## src/rtl/ctrl_fsm.sv

```systemverilog
// ctrl_fsm: multi-cycle control sequencer for a small RV32I-style core.
// It walks each instruction through FETCH -> DECODE -> EXEC -> (MEM) -> WB.
// Memory handshakes are guarded by a wait counter, and every fault lands in
// an absorbing TRAP state. All outputs are decoded from registered state, so
// op_code has no combinational path to any output.
module ctrl_fsm #(
    parameter int OP_CODE_SIZE = 7,
    parameter int TIMEOUT      = 16
) (
    input  logic                    clk,
    input  logic                    rst,
    input  logic [OP_CODE_SIZE-1:0] op_code,
    input  logic                    branch_taken,
    input  logic                    imem_ack,
    input  logic                    dmem_ack,
    output logic                    imem_req,
    output logic                    dmem_req,
    output logic                    dmem_we,
    output logic                    ir_en,
    output logic                    pc_en,
    output logic [1:0]              pc_src,
    output logic                    rf_we,
    output logic [1:0]              wb_sel,
    output logic                    trap,
    output logic [2:0]              state
);

    typedef enum logic [2:0] {
        S_FETCH  = 3'd0,
        S_DECODE = 3'd1,
        S_EXEC   = 3'd2,
        S_MEM    = 3'd3,
        S_WB     = 3'd4,
        S_TRAP   = 3'd7
    } state_t;

    typedef enum logic [3:0] {
        CLS_NONE   = 4'd0,
        CLS_LUI    = 4'd1,
        CLS_AUIPC  = 4'd2,
        CLS_JAL    = 4'd3,
        CLS_JALR   = 4'd4,
        CLS_BRANCH = 4'd5,
        CLS_LOAD   = 4'd6,
        CLS_STORE  = 4'd7,
        CLS_OPIMM  = 4'd8,
        CLS_OP     = 4'd9
    } cls_t;

    localparam logic [OP_CODE_SIZE-1:0] OPC_LUI    = OP_CODE_SIZE'(7'b0110111);
    localparam logic [OP_CODE_SIZE-1:0] OPC_AUIPC  = OP_CODE_SIZE'(7'b0010111);
    localparam logic [OP_CODE_SIZE-1:0] OPC_JAL    = OP_CODE_SIZE'(7'b1101111);
    localparam logic [OP_CODE_SIZE-1:0] OPC_JALR   = OP_CODE_SIZE'(7'b1100111);
    localparam logic [OP_CODE_SIZE-1:0] OPC_BRANCH = OP_CODE_SIZE'(7'b1100011);
    localparam logic [OP_CODE_SIZE-1:0] OPC_LOAD   = OP_CODE_SIZE'(7'b0000011);
    localparam logic [OP_CODE_SIZE-1:0] OPC_STORE  = OP_CODE_SIZE'(7'b0100011);
    localparam logic [OP_CODE_SIZE-1:0] OPC_OPIMM  = OP_CODE_SIZE'(7'b0010011);
    localparam logic [OP_CODE_SIZE-1:0] OPC_OP     = OP_CODE_SIZE'(7'b0110011);

    localparam int                WAIT_W     = $clog2(TIMEOUT + 1);
    localparam logic [WAIT_W-1:0] WAIT_LIMIT = WAIT_W'(TIMEOUT);

    state_t            r_state;
    cls_t              r_cls;
    logic [WAIT_W-1:0] r_wait;
    logic              r_run;

    state_t            w_nextState;
    cls_t              w_decCls;
    logic [WAIT_W-1:0] w_waitInc;
    logic              w_timeout;

    // r_run holds requests off until the first edge after reset is released
    assign w_waitInc = r_wait + WAIT_W'(1);
    assign w_timeout = (w_waitInc == WAIT_LIMIT);
    assign state     = r_state;

    // Classify the incoming opcode; only consumed while in DECODE
    always_comb begin
        w_decCls = CLS_NONE;
        case (op_code)
            OPC_LUI:    w_decCls = CLS_LUI;
            OPC_AUIPC:  w_decCls = CLS_AUIPC;
            OPC_JAL:    w_decCls = CLS_JAL;
            OPC_JALR:   w_decCls = CLS_JALR;
            OPC_BRANCH: w_decCls = CLS_BRANCH;
            OPC_LOAD:   w_decCls = CLS_LOAD;
            OPC_STORE:  w_decCls = CLS_STORE;
            OPC_OPIMM:  w_decCls = CLS_OPIMM;
            OPC_OP:     w_decCls = CLS_OP;
            default:    w_decCls = CLS_NONE;
        endcase
    end

    // State register
    always_ff @(posedge clk or negedge rst) begin
        if (!rst) begin
            r_state <= S_FETCH;
        end else begin
            r_state <= w_nextState;
        end
    end

    // Wait counter, latched class and run flag; counter restarts on every state change
    always_ff @(posedge clk or negedge rst) begin
        if (!rst) begin
            r_run  <= 1'b0;
            r_wait <= '0;
            r_cls  <= CLS_NONE;
        end else begin
            r_run <= 1'b1;
            if (w_nextState != r_state) begin
                r_wait <= '0;
            end else if (r_run && (r_state == S_FETCH || r_state == S_MEM)) begin
                r_wait <= w_waitInc;
            end
            if (r_state == S_DECODE) begin
                r_cls <= w_decCls;
            end
        end
    end

    // Next-state logic; an ack in the timeout cycle takes priority over the trap
    always_comb begin
        w_nextState = r_state;
        case (r_state)
            S_FETCH: begin
                if (r_run) begin
                    if (imem_ack) begin
                        w_nextState = S_DECODE;
                    end else if (w_timeout) begin
                        w_nextState = S_TRAP;
                    end
                end
            end
            S_DECODE: begin
                w_nextState = (w_decCls == CLS_NONE) ? S_TRAP : S_EXEC;
            end
            S_EXEC: begin
                w_nextState = (r_cls == CLS_LOAD || r_cls == CLS_STORE) ? S_MEM : S_WB;
            end
            S_MEM: begin
                if (dmem_ack) begin
                    w_nextState = S_WB;
                end else if (w_timeout) begin
                    w_nextState = S_TRAP;
                end
            end
            S_WB:    w_nextState = S_FETCH;
            S_TRAP:  w_nextState = S_TRAP;
            default: w_nextState = S_TRAP;
        endcase
    end

    // Output decode from registered state and latched class
    always_comb begin
        imem_req = 1'b0;
        ir_en    = 1'b0;
        dmem_req = 1'b0;
        dmem_we  = 1'b0;
        pc_en    = 1'b0;
        pc_src   = 2'd0;
        rf_we    = 1'b0;
        wb_sel   = 2'd0;
        trap     = 1'b0;
        case (r_state)
            S_FETCH: begin
                imem_req = r_run;
                ir_en    = r_run & imem_ack;
            end
            S_MEM: begin
                dmem_req = 1'b1;
                dmem_we  = (r_cls == CLS_STORE);
            end
            S_WB: begin
                pc_en = 1'b1;
                rf_we = !(r_cls == CLS_BRANCH || r_cls == CLS_STORE);
                if (r_cls == CLS_LOAD) begin
                    wb_sel = 2'd1;
                end else if (r_cls == CLS_JAL || r_cls == CLS_JALR) begin
                    wb_sel = 2'd2;
                end
                if (r_cls == CLS_JAL || (r_cls == CLS_BRANCH && branch_taken)) begin
                    pc_src = 2'd1;
                end else if (r_cls == CLS_JALR) begin
                    pc_src = 2'd2;
                end
            end
            S_TRAP: begin
                trap = 1'b1;
            end
            default: begin
            end
        endcase
    end

endmodule

```

## config.mk

```make
export PLATFORM = sky130hd
export DESIGN_NAME = ctrl_fsm
export DESIGN_NICKNAME = d
export VERILOG_FILES = /design/src/rtl/ctrl_fsm.sv
export SDC_FILE = /design/constraint.sdc
export NUM_CORES = 1
export LEC_CHECK = 0
export BUFFER_PORTS_ARGS = -buffer_cell sky130_fd_sc_hd__buf_2
export CAP_MARGIN = 40
export CORE_MARGIN = 4
export CORE_UTILIZATION = 58
export CTS_BUF_LIST = sky130_fd_sc_hd__clkbuf_8
export DETAILED_ROUTE_END_ITERATION = 7
export PLACE_DENSITY = 0.93
export SYNTH_ARGS = -nofsm -noshare
export SYNTH_HDL_FRONTEND = slang
export SYNTH_SLANG_ARGS = --single-unit
```

## constraint.sdc

```tcl
create_clock -name clk -period 3.2 [get_ports clk]
set_input_delay 0.48 -clock clk [delete_from_list [all_inputs] [get_ports clk]]
set_output_delay 0.48 -clock clk [all_outputs]
set_load 0.005 [all_outputs]
```

==> results of run 1 <==
==> logic make-up (layout without fill, tap and decap cells) <==
family                     count (synthesis)  in the layout
AOI/OAI and AO/OA                         31             31
xor gates and xnor gates                   4              4
adders and majority gates                  1              1
buffers and inverters                      6             32
DFF                                       13             13
muxes                                      2              2
other                                      1              1
and+or+nand+nor                           60             60
==> where the power goes <==
part / internal [W] / switching [W] / leakage, nW
logic: 0.0000563 / 0.0000684 / 0.367
registers: 0.000190 / 0.0000393 / 0.145
clock network: 0.0000845 / 0.0000564 / 0.0269
==> per-layer routing <==
layer | wire, um | share of wire (%) | vias to the layer above
met5 | 0 | 0 | -
met4 | 45 | 1.9 | 0
li1 | - | - | 474
met3 | 181 | 7.6 | 8
met1 | 1020 | 43 | 449
met2 | 1130 | 48 | 54
==> state kept, by name (all words and copies together) (netlist names) <==
signal  cells
state       3
r_wait      5
r_cls       4
r_run       1
==> layout make-up <==
type / count / area [um^2]
sequential: 13 / 325
clock buffer: 3 / 41.3
inverter: 3 / 11.3
fill: 118 / 403
multi-input combinational: 99 / 612
tap: 16 / 20.0
timing repair buffer: 25 / 125
clock inverter: 1 / 3.75
==> worst max path at each step <==
stage,from,to,slack [ns]
final,state[1],dmem_we,1.18
after global routing,state[1],dmem_we,1.04
after CTS,state[1],dmem_we,1.20
after detailed placement,state[1],dmem_we,1.46
after global placement,state[1],dmem_we,1.55
after floorplan,state[0],ir_en,1.63
==> Yosys cell counts <==
cell type	count
a211oi_2	1
a21boi_0	1
a21oi_1	6
a21oi_4	1
a31oi_1	2
a32oi_1	1
and2_1	4
and3_1	2
and3b_1	2
and4b_1	2
buf_2	2
buf_6	1
conb_1	1
dfrtp_1	13
ha_1	1
inv_1	2
inv_2	1
mux2i_1	2
nand2_1	14
nand2b_1	5
nand3_1	2
nand3_2	1
nand3b_1	1
nand4_1	1
nand4b_1	2
nor2_1	13
nor2_2	3
nor2b_1	2
nor3_1	2
nor4_1	1
o211ai_1	1
o21a_1	1
o21ai_0	5
o21ai_1	6
o22ai_1	1
o22ai_2	1
o2bb2ai_1	1
o31ai_1	1
o41ai_1	2
or2_2	1
or2_4	1
or3b_1	1
xnor2_1	1
xor2_1	3
==> cells in the final DEF, fill, tap and decap left out, types with 2 or more instances in the layout <==
master / synthesis / final
nand2b_1: 5 / 5
mux2i_1: 2 / 2
a21oi_1: 6 / 6
inv_1: 2 / 3
and4b_1: 2 / 2
o41ai_1: 2 / 2
o21ai_1: 6 / 6
and3b_1: 2 / 2
nand2_1: 14 / 14
nor2_1: 13 / 13
nor3_1: 2 / 2
buf_2: 2 / 25
nand3_1: 2 / 2
dfrtp_1: 13 / 13
o21ai_0: 5 / 5
nor2b_1: 2 / 2
and3_1: 2 / 2
a31oi_1: 2 / 2
nor2_2: 3 / 3
nand4b_1: 2 / 2
and2_1: 4 / 4
xor2_1: 3 / 3
clkbuf_8: 0 / 3
==> through the flow <==
stage	worst slack, ns	area (um^2)	util [%]	hold slack, ns	cells
finish	1.18	1140	73.9	0.124	160
global route	1.04	1140	73.9	0.141	160
CTS	1.20	1140	73.9	0.133	160
detailed placement	1.46	1090	70.9	0.388	156
global placement	1.55	1090	70.9	0.377	156
floorplan	1.63	970	-	0.184	118
==> run summary, run 1 <==
Status - finished clean
Ports - 26
Fmax - 495 MHz
Total Neg Setup Slack - 0 ns
Multiplexer share of the synthesized area - 2.06%
Total GRT Usage - 21.1%
Largest net degree at the start of global routing - 14
Area share of fa/ha/maj cells after synthesis - 1.29%
Tightest Hold Check Type - in -> async
Slowest-stage cell, CP - dfrtp_1
Syn_nets - 131
Met1 GRT Util - 28.0%
Mapped Area - 970 um^2
Final Hold Fails - 0
Largest family of logic cells by synthesized area - simple AND/OR/NAND/NOR gates
Top-area cell type share of the netlist area - 33.5%
Via density per instance - 6.16
Vias in the first global route - 932
CP top delay family - simple AND/OR/NAND/NOR gates
Detailed placement HPWL - 1.78 mm
Clock Sinks - 13
Worst r2r path cells - 5
Number of port buffers - 25
Peak supply drop - 291 uV
Synth-to-layout area growth - 17.4%
Final setup viols - 0
Critical path fanouts, max - 13
Met3 global-route usage - 3.67%
Die Wd - 48.9 um
Reg-to-reg startpoint - state[1]
Largest area contributor in the netlist - dfrtp_1
Critical Path AT - 1.54 ns
Min Tclk post-route - 2.02 ns
CP Launch Type - register
Root Buffer - clkbuf_8
Die H - 48.9 um
Post-CTS Resized - 0
Initial Util - 62.9%
Pre-Repair DR Iteration Count - 4
Crit. path cell count - 4
Xor/xnor cell area share of the yosys netlist - 3.61%
Clock buffer depth - 2
Seq/Total Area, Yosys - 33.5%
Final period util - 63.2%
Met2 Track Usage GR - 35.0%
Leakage power - 0.539 nW
Total power - 0.000495 W
Max-Cap Viols - 0
Number of diodes - 0
Req. time, crit path - 2.72 ns
Global route total overflow - 0
Fin Clk Skew - 0.00246 ns
Hold Buf Count CTS - 0
Synth area leaders - dfrtp_1 34%, nand2_1 5.4%, nor2_1 5.0%
Distinct cells, synth - 44
GPL Wtd Cong - 0.958
Final WL - 2.37 mm
Row cnt - 14
Critical setup path kind - reg -> out
Residual DRC - 0
Layout cells sized above 1 - 26.4%
Reg2reg setup slack - 1.55 ns
Clk slew on worst S/H paths - 0.06 ns
CTS buffer count - 3
Crit path capture type - primary output
Ordered cell list for the critical path - nand2_1, nor2_1, and3_1, buf_2
Core Footprint - 0.00154 mm^2
Post-Synth Simple-Gate Area - 34.1%
CTS tree - done
Yosys warns - 0
Initial antenna violation count - 0
Cell Pwr Density - 435 mW/mm^2
Final antenna-violating net count - 0
GRT busiest layer - met2
Post-Syn Area per Cell - 8.22 um^2
Unrepaired setup endpoints after global routing - no
Largest stage delay on the critical path - 0.53 ns
Slew Limit Fails - 0
Clk_lat worst skew - 0.24 ns
Routed WL per cell - 14.8 um
First DRT Iteration DRCs - 34
Overall die area - 0.00239 mm^2
FF+latch count, synth - 13
Compound-Gate Fraction of Synth Area - 21.7%
Mapped Cells - 118
Postcts setup bufs - 0
Total number of vias - 985
H-tree depth - 1
Sum of buffers and inverters on the critical path - 1
Nets@finish - 158
First-pass GRT wire length - 4.15 mm
RR Endpoint - r_wait[2]
Power figures use the tool's default switching activity.
==> inputs of run 2 (changes only) <==
ABC_AREA = 1   (was default)
CORE_UTILIZATION = 54   (was 58)
PLACE_DENSITY = 0.87   (was 0.93)
clock period = 1.9 ns   (was 3.2 ns; I/O delays follow)
==> run summary, run 2 <==
H-tree depth - 1 (unchanged)
Syn_nets - 159 (was 131)
Fin Clk Skew - 0.00217 ns (was 0.00246 ns)
Clk_lat worst skew - 0.24 ns (about the same)
Slew Limit Fails - 0 (unchanged)
Fin util - 72.3% (was 73.9%)
Detailed placement HPWL - 1.86 mm (was 1.78 mm)
Clock buffer depth - 2 (unchanged)
First-pass GRT wire length - 3.93 mm (was 4.15 mm)
Post-Syn Area per Cell - 6.82 um^2 (was 8.22 um^2)
Top reg by flops - r_wait (unchanged)
Final setup viols - 0 (unchanged)
Residual DRC - 0 (unchanged)
Synth-to-layout area growth - 26.6% (was 17.4%)
Mapped Area - 996 um^2 (was 970 um^2)
FF+latch count, synth - 13 (unchanged)
Leakage power - 0.665 nW (was 0.539 nW)
Initial Util - 57.1% (was 62.9%)
Routed WL per cell - 11.4 um (was 14.8 um)
Final antenna-violating net count - 0 (unchanged)
Die H - 50.9 um (was 48.9 um)
Min Tclk post-route - 1.84 ns
Total power - 0.000555 W (was 0.000495 W)
Critical Path AT - 1.55 ns (was 1.54 ns)
Largest net degree at the start of global routing - 14 (unchanged)
Unrepaired setup endpoints after global routing - no (unchanged)
Cell Pwr Density - 440 mW/mm^2 (was 435 mW/mm^2)
Crit path capture type - primary output (unchanged)
Tightest Hold Check Type - in -> reg (was in -> async)
Layout cells sized above 1 - 30.0% (was 26.4%)
Critical setup path kind - reg -> out (unchanged)
First DRT Iteration DRCs - 22 (was 34)
CP Launch Type - register (unchanged)
Global route total overflow - 0 (unchanged)
Nets@finish - 194 (was 158)
Reg area - 328 um^2 (was 325 um^2)
Area of the multi-input gates - 613 um^2 (was 612 um^2)
Most common cell in the netlist - nand2_1 (unchanged)
Root Buffer - clkbuf_8 (unchanged)
CTS buffer count - 3 (unchanged)
Total number of vias - 1,054 (was 985)
Row cnt - 15 (was 14)
Seq/Total Area, Yosys - 32.7% (was 33.5%)
Ports - 26 (unchanged)
CTS tree - done (unchanged)
Total GRT Usage - 19.7% (was 21.1%)
Fillers - 126 (was 118)
Status - finished clean (unchanged)
Die Wd - 50.9 um (was 48.9 um)
Clock Sinks - 13 (unchanged)
Fmax - 544 MHz
Pre-Repair DR Iteration Count - 5 (was 4)
Distinct cells, synth - 26 (was 44)
Initial antenna violation count - 0 (unchanged)
Ys async rst share - 100% (unchanged)
Top-area cell type share of the netlist area - 32.7% (was 33.5%)
Max FFs per register - 5 (unchanged)
Synth area leaders - dfrtp_1 33%, nand2_1 16%, nor2_1 7.5% (was dfrtp_1 34%, nand2_1 5.4%, nor2_1 5.0%)
Yosys warns - 0 (unchanged)
Final period util - 96.8%
Final Hold Fails - 0 (unchanged)
Number of port buffers - 25 (unchanged)
Peak supply drop - 319 uV (was 291 uV)
Req. time, crit path - 1.62 ns (was 2.72 ns)
Vias in the first global route - 954 (was 932)
GPL Wtd Cong - 0.823 (was 0.958)
Main synth FF type - dfrtp_1 (unchanged)
Final WL - 2.34 mm (was 2.37 mm)
Cell Count Post-Placement - 196 (was 156)
Total Neg Setup Slack - 0 ns (unchanged)
Commonest non-fill, non-tap cell in the layout - nand2_1 (was buf_2)
Largest area contributor in the netlist - dfrtp_1 (unchanged)
Via density per instance - 5.14 (was 6.16)
Clk slew on worst S/H paths - 0.05 ns (was 0.06 ns)
Number of diodes - 0 (unchanged)
Post-synth EDFFs - 0 (unchanged)
Fin cells - 205 (was 160)
Mapped Cells - 146 (was 118)
Overall die area - 0.00260 mm^2 (was 0.00239 mm^2)
Most frequent cells after synthesis - 42 x nand2_1, 20 x nor2_1, 19 x inv_1 (was 14 x nand2_1, 13 x dfrtp_1, 13 x nor2_1)
Critical path fanouts, max - 5 (was 13)
Core Footprint - 0.00175 mm^2 (was 0.00154 mm^2)
Max-Cap Viols - 0 (unchanged)
Most frequent cells in the layout - 42 x nand2_1, 25 x buf_2, 19 x inv_1, 18 x nor2_1, 11 x dfrtp_1 (was 25 x buf_2, 14 x nand2_1, 13 x nor2_1, 13 x dfrtp_1)
==> run 2: cell type report <==
type,instances,share of cell area [%]
multi-input cells,112,48.6
flip-flops and latches,13,26.0
repair buffers,30,13.1
inverters,21,6.25
clock buffers,3,3.27
well taps,25,2.48
clock inverters,1,0.298
==> run 2: final timing paths <==
| check | start | end | slack, ns | cells past startpoint |
|---|---|---|---|---|
| hold / removal | op_code[4] | r_cls[3] | 0.37 | 3 |
| setup reg to reg | r_wait[0] | r_wait[2] | 0.20 | 9 |
| min in group asynchronous | rst | r_wait[3] | 0.45 | 2 |
| hold reg to reg | r_cls[3] | r_cls[3] | 0.49 | 2 |
| setup / recovery | state[1] | wb_sel[1] | 0.06 | 7 |
| max in group asynchronous | rst | state[0] | 1.21 | 2 |
==> run 2: metal layers <==
layer  GRT usage, %  vias up  wire length (um)
li1               -      538                 -
met1           23.2      460               985
met2           35.2       50              1140
met3           2.92        6               178
met4           8.07        0                41
met5              0        -                 0
==> run 2: logic make-up after synthesis <==
family,synth area share [%]
AND/OR/NAND/NOR,45.9
buffers and inverters,7.92
AO/OA/AOI/OAI,9.17
flip-flops,32.7
XOR/XNOR,1.76
adder cells (fa/ha/maj),1.26
other,0.377
multiplexers,1.01
==> run 2: repair_timing <==
| action | 4_1_cts | 5_1_grt |
|---|---|---|
| hold buffers | 1 | 0 |
| hold endpoints to repair | 13 | 0 |
| gates resized for setup | 2 | 6 |
| gates cloned | 0 | 0 |
| buffers inserted | 1 | 3 |
| endpoints found under the setup margin | 2 | 2 |
| pin swaps | 1 | 1 |
==> run 2: power breakdown <==
part,internal [W],total [W],switching (W)
combinational,0.0000144,0.0000374,0.0000230
sequential,0.000278,0.000279,0.00000104
clock,0.000143,0.000238,0.0000959
total,0.000435,0.000555,0.000120
==> run 2: stage by stage <==
stage                     setup WS [ns]  hold WS, ns  instance area (um^2)
after floorplan                   0.272      -0.0106                   996
after global placement            0.250        0.175                  1150
after detailed placement          0.146        0.176                  1150
after CTS                     0.0000372        0.369                  1220
after global routing            0.00156        0.401                  1260
final                            0.0612        0.374                  1260
==> run 2: critical path: stages, from the launching register on <==
cell,delay [ns]
dfrtp_2,0.44
nor2_4,0.13
inv_1,0.08
nor2_2,0.11
inv_2,0.07
nor4_4,0.21
o21bai_1,0.13
buf_2,0.13
==> inputs of run 3 (changes only) <==
CELL_PAD_IN_SITES_DETAIL_PLACEMENT = 1   (was default)
CELL_PAD_IN_SITES_GLOBAL_PLACEMENT = 2   (was default)
CORE_UTILIZATION = 26   (was 54)
CTS_CLUSTER_SIZE = 25   (was default)
PLACE_DENSITY = 0.83   (was 0.87)
clock period = 1.5 ns   (was 1.9 ns; I/O delays follow)
==> run summary, run 3 (synthesis results as in run 2) <==
Sw Ratio - 22.0% (was 21.6%)
Net Switching - 0.000155 W (was 0.000120 W)
Reg-to-reg startpoint - state[0] (was r_wait[0])
Setup WS post-layout - -0.255 ns (was 0.0612 ns)
CP Launch Type - register (unchanged)
Global route total overflow - 0 (unchanged)
Pre-CTS setup slack - -0.181 ns (was 0.146 ns)
Via density per instance - 4.78 (was 5.14)
Max-Cap Viols - 0 (unchanged)
Total number of vias - 1,244 (was 1,054)
Overall die area - 0.00488 mm^2 (was 0.00260 mm^2)
Cell Pwr Density - 415 mW/mm^2 (was 440 mW/mm^2)
Power share of the sequential group - 50.1% (was 50.3%)
Vias in the first global route - 1,307 (was 954)
Number of port buffers - 25 (unchanged)
Layout cells sized above 1 - 52.8% (was 30.0%)
H-tree depth - 1 (unchanged)
Final setup viols - 14 (was 0)
Clock buffer depth - 2 (unchanged)
Fin Clk Skew - 0.00531 ns (was 0.00217 ns)
Hold Startpoint - op_code[4] (unchanged)
Critical setup path kind - reg -> out (unchanged)
Clk slew on worst S/H paths - 0.05 ns (about the same)
Detailed placement HPWL - 2.45 mm (was 1.86 mm)
Die Wd - 69.9 um (was 50.9 um)
Slew Limit Fails - 0 (unchanged)
Clock power frac - 42.6% (was 43.0%)
Root Buffer - clkbuf_8 (unchanged)
Row cnt - 22 (was 15)
Ports - 26 (unchanged)
Routed WL per cell - 14.7 um (was 11.4 um)
Status - complete, but fails checks (was finished clean)
Final antenna-violating net count - 0 (unchanged)
Final WL - 3.81 mm (was 2.34 mm)
Clk_lat worst skew - 0.24 ns (about the same)
Tightest Hold Check Type - in -> reg (unchanged)
Clock Sinks - 13 (unchanged)
Worst r2r path cells - 9 (unchanged)
Critical path fanouts, max - 3 (was 5)
Residual DRC - 0 (unchanged)
Crit path capture type - primary output (unchanged)
Number of diodes - 0 (unchanged)
Largest net degree at the start of global routing - 14 (unchanged)
Final period util - 117%
CTS buffer count - 3 (unchanged)
Top reg by flops - r_wait (unchanged)
Hold Path Cell Cnt - 3 (unchanged)
Final Hold Fails - 0 (unchanged)
Fmax - 570 MHz
Critical Path AT - 1.53 ns (was 1.55 ns)
Max FFs per register - 5 (unchanged)
Synth-to-layout area growth - 71.2% (was 26.6%)
Nets@finish - 226 (was 194)
First DRT Iteration DRCs - 43 (was 22)
Most frequent cells in the layout - 33 x nand2_1, 31 x buf_4, 24 x buf_2, 16 x inv_1, 16 x nor2_1 (was 42 x nand2_1, 25 x buf_2, 19 x inv_1, 18 x nor2_1, 11 x dfrtp_1)
Unrepaired setup endpoints after global routing - yes (was no)
Min Tclk post-route - 1.75 ns
Leakage power - 0.851 nW (was 0.665 nW)
Peak supply drop - 176 uV (was 319 uV)
Hold_ws - 0.321 ns (was 0.374 ns)
CTS tree - done (unchanged)
First-pass GRT wire length - 5.80 mm (was 3.93 mm)
Die H - 69.9 um (was 50.9 um)
Initial Util - 27.0% (was 57.1%)
Failing checks - setup timing
P_int - 0.000552 W (was 0.000435 W)
Commonest non-fill, non-tap cell in the layout - nand2_1 (unchanged)
Core Footprint - 0.00369 mm^2 (was 0.00175 mm^2)
Pre-Repair DR Iteration Count - 4 (was 5)
Total GRT Usage - 14.6% (was 19.7%)
Initial antenna violation count - 0 (unchanged)
GPL Wtd Cong - 0.780 (was 0.823)
Req. time, crit path - 1.27 ns (was 1.62 ns)
Crit path from - state[0] (was state[1])
Gate power share - 7.3% (was 6.7%)
Total power - 0.000707 W (was 0.000555 W)
-- run 3: changes by cell type in the layout (fill, tap and decap cells not counted), moves of 3 or more --
cell and delta:
buf_4 +27, nand2_1 -9, nand2_2 +7, buf_6 +6, nand3_1 -4, inv_1 -3
inv_2 +3, nor3_4 +3, o21ai_2 +3
-- run 3: per-stage QoR --
step                      instances  util, %  instance area [um^2]  TNS, ns
after floorplan                 146        -                   998  -0.0286
after global placement          238     36.0                  1330   -0.681
after detailed placement        238     36.0                  1330    -1.22
after CTS                       255     42.8                  1580    -2.24
after global routing            260     46.2                  1710    -3.66
final                           260     46.2                  1710    -2.40
-- run 3: final cells by class --
type	count	area, um^2
flip-flops and latches	13	329
repair buffers	62	430
clock buffers	3	41.3
well taps	48	60.1
fillers	480	1980
inverters	21	78.8
clock inverters	1	3.75
multi-input cells	112	762
-- run 3: per-layer routing --
| metal | track usage, % | routed length [um] |
|---|---|---|
| met4 | 7.23 | 158 |
| met3 | 1.73 | 139 |
| met5 | 0 | 0 |
| met2 | 27.3 | 2050 |
| met1 | 16.2 | 1460 |
-- run 3: what timing repair did --
item | CTS | global route
setup endpoints to repair | 14 | 17
hold buffers | 1 | 0
endpoints found under the hold margin | 13 | 0
pin swaps | 10 | 13
buffers inserted | 12 | 5
resized for setup | 30 | 21
-- run 3: power groups by stage --
stage               Combinational [W]  Clock [W]  Sequential [W]
floorplan                   0.0000180          0        0.000359
global placement            0.0000457          0        0.000360
detailed placement          0.0000480          0        0.000360
CTS                         0.0000507   0.000309        0.000354
global route                0.0000590   0.000330        0.000354
finish                      0.0000515   0.000301        0.000354
-- run 3: path summary, 6_finish.rpt --
path	slack, ns	to
max	-0.25	wb_sel[1]
min	0.32	r_cls[3]
max reg2reg	-0.25	r_wait[1]
min reg2reg	0.52	r_cls[3]
max in group asynchronous	0.81	state[0]
min in group asynchronous	0.44	r_run
-- run 3: critical path, cell delays in order (launching register included) --
cell and delay (ns):
dfrtp_2 0.43, nor2_4 0.13, inv_2 0.06, nor2_4 0.09, inv_2 0.06, nor4_4 0.18
o21bai_1 0.18, buf_2 0.15
